===== src/rtl/flag_ctrl_if.sv =====
// rtl/flag_ctrl_if.sv - opcode/flag inputs and flag/PC control outputs of flag_ctrl
//
// Signals:
//   OPCODE[6:0], C, Z, I, INTR   : instruction and flag state seen by the controller
//   C_CLEAR, C_SET, C_LD, Z_LD   : carry/zero flag register controls
//   FLG_LD_SEL, FLG_SHAD_LD      : flag source select (0 ALU, 1 shadow) / shadow capture
//   I_SET, I_CLR                 : interrupt-enable controls
//   PC_INC, PC_LD, PC_MUX_SEL    : program counter controls (0 branch, 1 stack, 2 ISR vector)
//   STATE_OUT[1:0]               : current controller state
// Modports: slave = flag_ctrl, master = surrounding datapath / testbench.
interface flag_ctrl_if;
    logic [6:0] OPCODE;
    logic       C;
    logic       Z;
    logic       I;
    logic       INTR;
    logic       C_CLEAR;
    logic       C_SET;
    logic       C_LD;
    logic       Z_LD;
    logic       FLG_LD_SEL;
    logic       FLG_SHAD_LD;
    logic       I_SET;
    logic       I_CLR;
    logic       PC_INC;
    logic       PC_LD;
    logic [1:0] PC_MUX_SEL;
    logic [1:0] STATE_OUT;

    modport slave (
        input  OPCODE, C, Z, I, INTR,
        output C_CLEAR, C_SET, C_LD, Z_LD, FLG_LD_SEL, FLG_SHAD_LD,
               I_SET, I_CLR, PC_INC, PC_LD, PC_MUX_SEL, STATE_OUT
    );

    modport master (
        output OPCODE, C, Z, I, INTR,
        input  C_CLEAR, C_SET, C_LD, Z_LD, FLG_LD_SEL, FLG_SHAD_LD,
               I_SET, I_CLR, PC_INC, PC_LD, PC_MUX_SEL, STATE_OUT
    );
endinterface


===== src/rtl/flag_ctrl.sv =====
// rtl/flag_ctrl.sv - INIT/FETCH/EXEC/INTR control unit driving flag and PC controls
//
// Ports:
//   clk  : rising-edge clock
//   RST  : asynchronous active-high reset, forces INIT (all outputs 0)
//   bus  : flag_ctrl_if.slave - opcode/flag inputs, flag/PC control outputs, STATE_OUT
// Outputs are a combinational decode of the current state and, in EXEC, of OPCODE/C/Z.
module flag_ctrl (
    input  logic         clk,
    input  logic         RST,
    flag_ctrl_if.slave   bus
);

    typedef enum logic [1:0] {
        ST_INIT  = 2'd0,
        ST_FETCH = 2'd1,
        ST_EXEC  = 2'd2,
        ST_INTR  = 2'd3
    } state_t;

    localparam logic [1:0] SEL_BRANCH = 2'd0;
    localparam logic [1:0] SEL_STACK  = 2'd1;
    localparam logic [1:0] SEL_ISR    = 2'd2;

    state_t     state_q;
    state_t     state_d;

    logic       c_clear;
    logic       c_set;
    logic       c_ld;
    logic       z_ld;
    logic       flg_ld_sel;
    logic       flg_shad_ld;
    logic       i_set;
    logic       i_clr;
    logic       pc_inc;
    logic       pc_ld;
    logic [1:0] pc_mux_sel;
    logic       is_alu;

    always_ff @(posedge clk or posedge RST) begin
        if (RST) begin
            state_q <= ST_INIT;
        end else begin
            state_q <= state_d;
        end
    end

    assign is_alu = (bus.OPCODE[6:4] == 3'b000) || (bus.OPCODE[6:5] == 2'b10);

    always_comb begin
        state_d     = state_q;
        c_clear     = 1'b0;
        c_set       = 1'b0;
        c_ld        = 1'b0;
        z_ld        = 1'b0;
        flg_ld_sel  = 1'b0;
        flg_shad_ld = 1'b0;
        i_set       = 1'b0;
        i_clr       = 1'b0;
        pc_inc      = 1'b0;
        pc_ld       = 1'b0;
        pc_mux_sel  = SEL_BRANCH;

        unique case (state_q)
            ST_INIT: begin
                state_d = ST_FETCH;
            end

            ST_FETCH: begin
                pc_inc  = 1'b1;
                state_d = ST_EXEC;
            end

            ST_EXEC: begin
                // Interrupt acceptance looks at the registered I flag, not at
                // the I_SET/I_CLR this instruction is issuing.
                state_d = (bus.INTR && bus.I) ? ST_INTR : ST_FETCH;
                if (is_alu) begin
                    c_ld = 1'b1;
                    z_ld = 1'b1;
                end else begin
                    case (bus.OPCODE)
                        7'b0110000: c_clear = 1'b1;
                        7'b0110001: c_set   = 1'b1;
                        7'b0110100: i_set   = 1'b1;
                        7'b0110101: i_clr   = 1'b1;
                        7'b0010100: pc_ld   = bus.C;
                        7'b0010101: pc_ld   = ~bus.C;
                        7'b0010010: pc_ld   = bus.Z;
                        7'b0010011: pc_ld   = ~bus.Z;
                        7'b0110110, 7'b0110111: begin
                            // Return from interrupt: restore flags from shadow
                            pc_ld      = 1'b1;
                            pc_mux_sel = SEL_STACK;
                            flg_ld_sel = 1'b1;
                            c_ld       = 1'b1;
                            z_ld       = 1'b1;
                            i_set      = bus.OPCODE[0];
                            i_clr      = ~bus.OPCODE[0];
                        end
                        default: ;
                    endcase
                end
            end

            ST_INTR: begin
                flg_shad_ld = 1'b1;
                i_clr       = 1'b1;
                pc_ld       = 1'b1;
                pc_mux_sel  = SEL_ISR;
                state_d     = ST_FETCH;
            end

            default: begin
                state_d = ST_INIT;
            end
        endcase
    end

    assign bus.C_CLEAR     = c_clear;
    assign bus.C_SET       = c_set;
    assign bus.C_LD        = c_ld;
    assign bus.Z_LD        = z_ld;
    assign bus.FLG_LD_SEL  = flg_ld_sel;
    assign bus.FLG_SHAD_LD = flg_shad_ld;
    assign bus.I_SET       = i_set;
    assign bus.I_CLR       = i_clr;
    assign bus.PC_INC      = pc_inc;
    assign bus.PC_LD       = pc_ld;
    assign bus.PC_MUX_SEL  = pc_mux_sel;
    assign bus.STATE_OUT   = state_q;

endmodule


===== src/flat_wrapper.sv =====
// flat-port wrapper written by rule: the top's interface ports become plain ports
module flag_ctrl_flat 
  (clk, RST, bus_OPCODE, bus_C, bus_Z, bus_I, bus_INTR, bus_C_CLEAR, bus_C_SET, bus_C_LD, bus_Z_LD, bus_FLG_LD_SEL, bus_FLG_SHAD_LD, bus_I_SET, bus_I_CLR, bus_PC_INC, bus_PC_LD, bus_PC_MUX_SEL, bus_STATE_OUT);
  flag_ctrl_if bus_i ();
  input  logic clk;
  input  logic RST;
  input wire logic [$bits(bus_i.OPCODE)-1:0] bus_OPCODE;
  input wire logic [$bits(bus_i.C)-1:0] bus_C;
  input wire logic [$bits(bus_i.Z)-1:0] bus_Z;
  input wire logic [$bits(bus_i.I)-1:0] bus_I;
  input wire logic [$bits(bus_i.INTR)-1:0] bus_INTR;
  output wire logic [$bits(bus_i.C_CLEAR)-1:0] bus_C_CLEAR;
  output wire logic [$bits(bus_i.C_SET)-1:0] bus_C_SET;
  output wire logic [$bits(bus_i.C_LD)-1:0] bus_C_LD;
  output wire logic [$bits(bus_i.Z_LD)-1:0] bus_Z_LD;
  output wire logic [$bits(bus_i.FLG_LD_SEL)-1:0] bus_FLG_LD_SEL;
  output wire logic [$bits(bus_i.FLG_SHAD_LD)-1:0] bus_FLG_SHAD_LD;
  output wire logic [$bits(bus_i.I_SET)-1:0] bus_I_SET;
  output wire logic [$bits(bus_i.I_CLR)-1:0] bus_I_CLR;
  output wire logic [$bits(bus_i.PC_INC)-1:0] bus_PC_INC;
  output wire logic [$bits(bus_i.PC_LD)-1:0] bus_PC_LD;
  output wire logic [$bits(bus_i.PC_MUX_SEL)-1:0] bus_PC_MUX_SEL;
  output wire logic [$bits(bus_i.STATE_OUT)-1:0] bus_STATE_OUT;
  assign bus_i.OPCODE = bus_OPCODE;
  assign bus_i.C = bus_C;
  assign bus_i.Z = bus_Z;
  assign bus_i.I = bus_I;
  assign bus_i.INTR = bus_INTR;
  assign bus_C_CLEAR = bus_i.C_CLEAR;
  assign bus_C_SET = bus_i.C_SET;
  assign bus_C_LD = bus_i.C_LD;
  assign bus_Z_LD = bus_i.Z_LD;
  assign bus_FLG_LD_SEL = bus_i.FLG_LD_SEL;
  assign bus_FLG_SHAD_LD = bus_i.FLG_SHAD_LD;
  assign bus_I_SET = bus_i.I_SET;
  assign bus_I_CLR = bus_i.I_CLR;
  assign bus_PC_INC = bus_i.PC_INC;
  assign bus_PC_LD = bus_i.PC_LD;
  assign bus_PC_MUX_SEL = bus_i.PC_MUX_SEL;
  assign bus_STATE_OUT = bus_i.STATE_OUT;
  flag_ctrl u_core (.clk(clk), .RST(RST), .bus(bus_i));
endmodule

===== config.mk =====
export PLATFORM = sky130hd
export DESIGN_NAME = flag_ctrl_flat
export DESIGN_NICKNAME = d
export VERILOG_FILES = /design/src/rtl/flag_ctrl_if.sv /design/src/rtl/flag_ctrl.sv /design/src/flat_wrapper.sv
export SDC_FILE = /design/constraint.sdc
export NUM_CORES = 1
export LEC_CHECK = 0
export ABC_CLOCK_PERIOD_IN_PS = 1200
export CORE_AREA = 10 10 47 49
export DETAILED_ROUTE_END_ITERATION = 12
export DIE_AREA = 0 0 57 59
export SYNTH_ARGS = -nofsm -noshare
export SYNTH_HDL_FRONTEND = slang
export SYNTH_SLANG_ARGS = --single-unit

===== constraint.sdc =====
create_clock -name clk -period 1.2 [get_ports clk]
set_clock_uncertainty 0.15 [all_clocks]
set_input_delay 0.12 -clock clk [delete_from_list [all_inputs] [get_ports clk]]
set_output_delay 0.12 -clock clk [all_outputs]
set_load 0.01 [all_outputs]

# Word level (Yosys, flattened, before mapping)
# Cells that the tools add are included.
# classes
n_addsub	0
mul	0
div_mod_pow	0
order_cmp	0
eq_ne	14
shifts	0
muxes	27
bitwise_logic	3
n_reduce_logical	6
# ops
operator	count
$eq A7 B6 Y1 const B	6
$eq A7 B5 Y1 const B	4
$mux W1	18
$pmux W1 S2	4
$eq A2 B2 Y1 const B	3
$pmux W2 S3	1
$pmux W1 S5	1
$mux W2	2
$pmux W2 S2	1
$reduce_or A2 Y1	2
$logic_not A3 Y1	1
$not A1 Y1	3
$eq A2 B1 Y1 const B	1
$logic_not A2 Y1	1
$logic_and A1 B1 Y1	1
$logic_or A1 B1 Y1	1
# word_totals
ff_bits	2
latchBits	0
ramBits	0
romBits	0
input_bits	13
out_inout_bits	14
wordCells	51
memories	0

# Longest topological paths before layout
# depth
depth_word	5
ltp_mapped	4
mapped_depth_nobuf	3

# Least setup slack after synthesis
# No wires, ideal clock.
# synth_path
path_type	reg2out
start	register u_core.state_q[0] (netlist: u_core.bus.STATE_OUT[0])
end	output bus_Z_LD
arrival_ns	1.070
required_ns	0.930
path_slack_ns	-0.140
stages_incl_launch_ff	4
n_path_buf	1
path_cell_list	dfrtp_1 nand2b_1 a21oi_1 buf_4
# synth_via
elab_chain_cells	2
# synth_rtl
element	line_no	source
from (decl)	flag_ctrl.sv:25	state_t state_q;
from (signal assigned)	flag_ctrl.sv:45	state_q <= state_d;
$eq A2 B2 Y1	--	
$mux W1	--	
to (decl)	flat_wrapper.sv:15	output wire logic [$bits(bus_i.Z_LD)-1:0] bus_Z_LD;
# No other way between the ends.

# Worst setup path in the final report
# layout_path
start	register u_core.state_q[1] (netlist: u_core.bus.STATE_OUT[1])
end	output bus_C_CLEAR
# layout_via
elab_chain_cells	2
# layout_rtl
element	line_no	source
$eq A2 B2 Y1	flag_ctrl.sv:65	unique case (state_q)
$mux W1	flag_ctrl.sv:65	
to (decl)	flat_wrapper.sv:12	output wire logic [$bits(bus_i.C_CLEAR)-1:0] bus_C_CLEAR;
# No other way between the ends.

==> summary.md <==
| Metric | Value |
|---|---|
| Status | finished, violations left |
| Violated checks | negative setup slack |
| Kind of critical path | reg2out |
| PortBufs | 26 |
| Gr busiest metal | met2 |
| GPL Wtd Cong | approximately 0.66 |
| Register area | 51.3 µm² |
| Critical Path AT | 1.22 ns |
| Wire per inst | 13.1 µm |
| Final WL | 1240 µm |
| Fmax | between 600 and 700 MHz |
| Top-area cell type share of the netlist area | 0.181 |
| Power Density | 1130 nW/µm² |
| Critical path's slowest cell | dfrtp_2 |
| Number of global-route vias before repair | 461 |
| Syn avg cell area | 7.47 µm² |
| Mapped Cells | 37 |
| Met3 Resource Use GR | 0.0322 |
| Slew Viols, Final | 0 |
| Worst-path clk slew | 0.03 ns |
| Delay of the slowest critical-path stage | between 0.4 and 0.5 ns |
| Iteration-0 DRC Markers | 6 |
| Fin cells | 95 |
| Reg2Reg Depth | 6 |
| GRT Total Usage | 0.0754 |
| First-pass GRT wire length | 2030 µm |
| Post-Place Cell Area | 637 µm² |
| Area grow syn2layout | 149% |
| CP max FO | 4 |
| Die ar. | 3360 µm² |
| Max reg flops | 2 |
| # H-tree levels | 1 |
| Critical Path Source Type | flop |
| Slew Limit Headroom | 0.841 |
| Mapped cell area | 277 µm² |
| Critical Path RT | 0.93 ns |
| # nets final | 93 |
| Syn Nets | 50 |
| RSZ-0062 raised after global routing | true |
| Global Route met2 Usage | 0.126 |
| Max-Cap Viols | 0 |
| Tmin final | ~1.5 ns |
| Vias per cell | 4.43 |
| Vias | 421 |
| # diodes | 0 |
| Pin count of the biggest net entering global routing | 6 |
| Clock tree buffer depth | 2 |
| Detail Placement HPWL | about 940 µm |
| Slew of the pin with the lowest slew margin | 0.239 ns |
| Hold depth | 3 |
| Cell repeated most along the worst path | buf_6 |
| Hold_ws | between 0.2 and 0.3 ns |
| Core area | between 1000 and 1500 µm² |
| Cell variety after synth | 23 |
| Critical-path cell list | buf_6 > nand2b_4 > nor3_4 > and3b_2 > buf_6 |
| Share of post-route cells with drive strength above 1 | 0.557 |
| Setup WS pre-CTS | -0.803 ns |
| Area of the multi-input gates | 244 µm² |
| Hold violation total from the final report | 0 |
| Design area | 688 µm² |
| Final-report setup violation count | 15 |
| Met1 Use GR | 0.0718 |
| Crit share post-route | 1.24 |
| Worst setup margin | -0.291 ns |
| DRC | 0 |
| Critical Path End Type | output port |
| Initial antenna violation count | 0 |
| Synth top area cells | dfrtp_1 18%, xor2_1 9.5%, nor2b_1 9.0% |
| Leakage power | around 0.35 nW |
| Starting Density | 0.197 |
| Post-synthesis sequential area ratio | 0.181 |
| Worst skew pair latency | about 0.23 ns |
| Fin util | 0.491 |
| #FFs+latches synth | 2 |
| Post-synth top area cell | dfrtp_1 |
| Die Span X | 57 µm |
| Die H | 59 µm |
| Filler cells | 153 |
| Hold WC Path Type | in2reg |
| Max VDD drop | 0.000630 V |
| Clock sink count | 2 |
| Overflow after GRT | 0 |
| CTS tree | yes |
| Num rows | 14 |
| DRT antenna net count | 0 |
| IO Count | 27 |
| TritonCTS buffer count | 3 |
| First-pass DRT Iterations | 4 |
| Placed cell count | 87 |
| Yosys warns | 0 |
| Root buffer cell | clkbuf_4 |
[cells in the final DEF, fill, tap and decap left out, types with 2 or more instances in the layout]
| cell type | n |
|---|---|
| buf_4 | 12 |
| buf_2 | 9 |
| dlygate4sd2_1 | 7 |
| buf_6 | 7 |
| clkdlybuf4s50_1 | 5 |
| xor2_1 | 3 |
| nor2b_1 | 3 |
| clkbuf_4 | 3 |
| and2_1 | 2 |
| nand2_1 | 2 |
| inv_1 | 2 |
[power by group]
group	switching [W]	leakage, nW	internal, W
Combinational	0.000208	0.315	0.000297
Sequential	0.0000141	0.0214	0.0000884
Clock	0.0000474	0.0150	0.000124
Total	0.000269	0.351	0.000510
[path summary, 6_finish.rpt]
| check | startpoint | end | slack, ns |
|---|---|---|---|
| hold / removal | bus_INTR | u_core.bus.STATE_OUT[1] | 0.29 |
| min in group asynchronous | RST | u_core.bus.STATE_OUT[1] | 0.50 |
| max in group asynchronous | RST | u_core.bus.STATE_OUT[1] | 0.27 |
| setup reg to reg | u_core.bus.STATE_OUT[0] | u_core.bus.STATE_OUT[1] | -0.05 |
| hold reg to reg | u_core.bus.STATE_OUT[0] | u_core.bus.STATE_OUT[1] | 0.49 |
| setup / recovery | u_core.bus.STATE_OUT[1] | bus_C_CLEAR | -0.29 |
[Yosys cell counts]
cell / n
inv_1: 3
nor2_1: 2
o21ai_0: 1
nand2_1: 3
and2_1: 2
a21o_1: 1
dfrtp_1: 2
nor3_2: 1
buf_4: 3
and3_2: 1
a31oi_1: 1
nor3b_1: 1
nor2b_1: 4
a21oi_1: 1
and3b_2: 1
a41oi_1: 1
nand4_1: 1
a22oi_1: 1
nand2b_1: 1
xor2_1: 3
o21ai_1: 1
and4bb_2: 1
nor3_1: 1
[critical path, delay by kind of cell (launching register included)]
| family | cells | cell delay [ns] |
|---|---|---|
| buffers and inverters | 2 | 0.24 |
| flip-flops | 1 | 0.41 |
| AND/OR/NAND/NOR | 3 | 0.33 |
[cell type report]
type | count | share of cell area
multi-input cells | 29 | 0.355
repair buffers | 41 | 0.487
clock buffers | 4 | 0.0382
flip-flops and latches | 2 | 0.0745
well taps | 16 | 0.0291
inverters | 3 | 0.0164
[metal layers]
layer  wire length, µm  up-vias
met5                 0        -
met4                36        0
met3               139        4
met2               622       20
met1               445      186
li1                  -      211
[logic make-up after synthesis]
group,after synthesis,synth area share
and+or+nand+nor,19,0.439
AOI/OAI and AO/OA,7,0.163
buffers and inverters,6,0.122
xor gates and xnor gates,3,0.0950
DFF,2,0.181
[metrics by stage]
step	TNS (ns)	total power [W]
2_1_floorplan	0	0.000265
3_3_place_gp	-8.04	0.000560
3_5_place_dp	-8.01	0.000561
4_1_cts	-2.93	0.000739
5_1_grt	-3.66	0.000838
6_report	-2.87	0.000779
[what timing repair did]
| item | CTS | global route |
|---|---|---|
| hold buffers | 1 | 0 |
| cloned | 0 | 0 |
| resized for setup | 72 | 6 |
| endpoints found under the hold margin | 2 | 0 |
| setup endpoints to repair | 15 | 16 |
| setup buffers | 3 | 0 |
| pin swaps | 6 | 2 |
(Power assumes the default switching activity.)
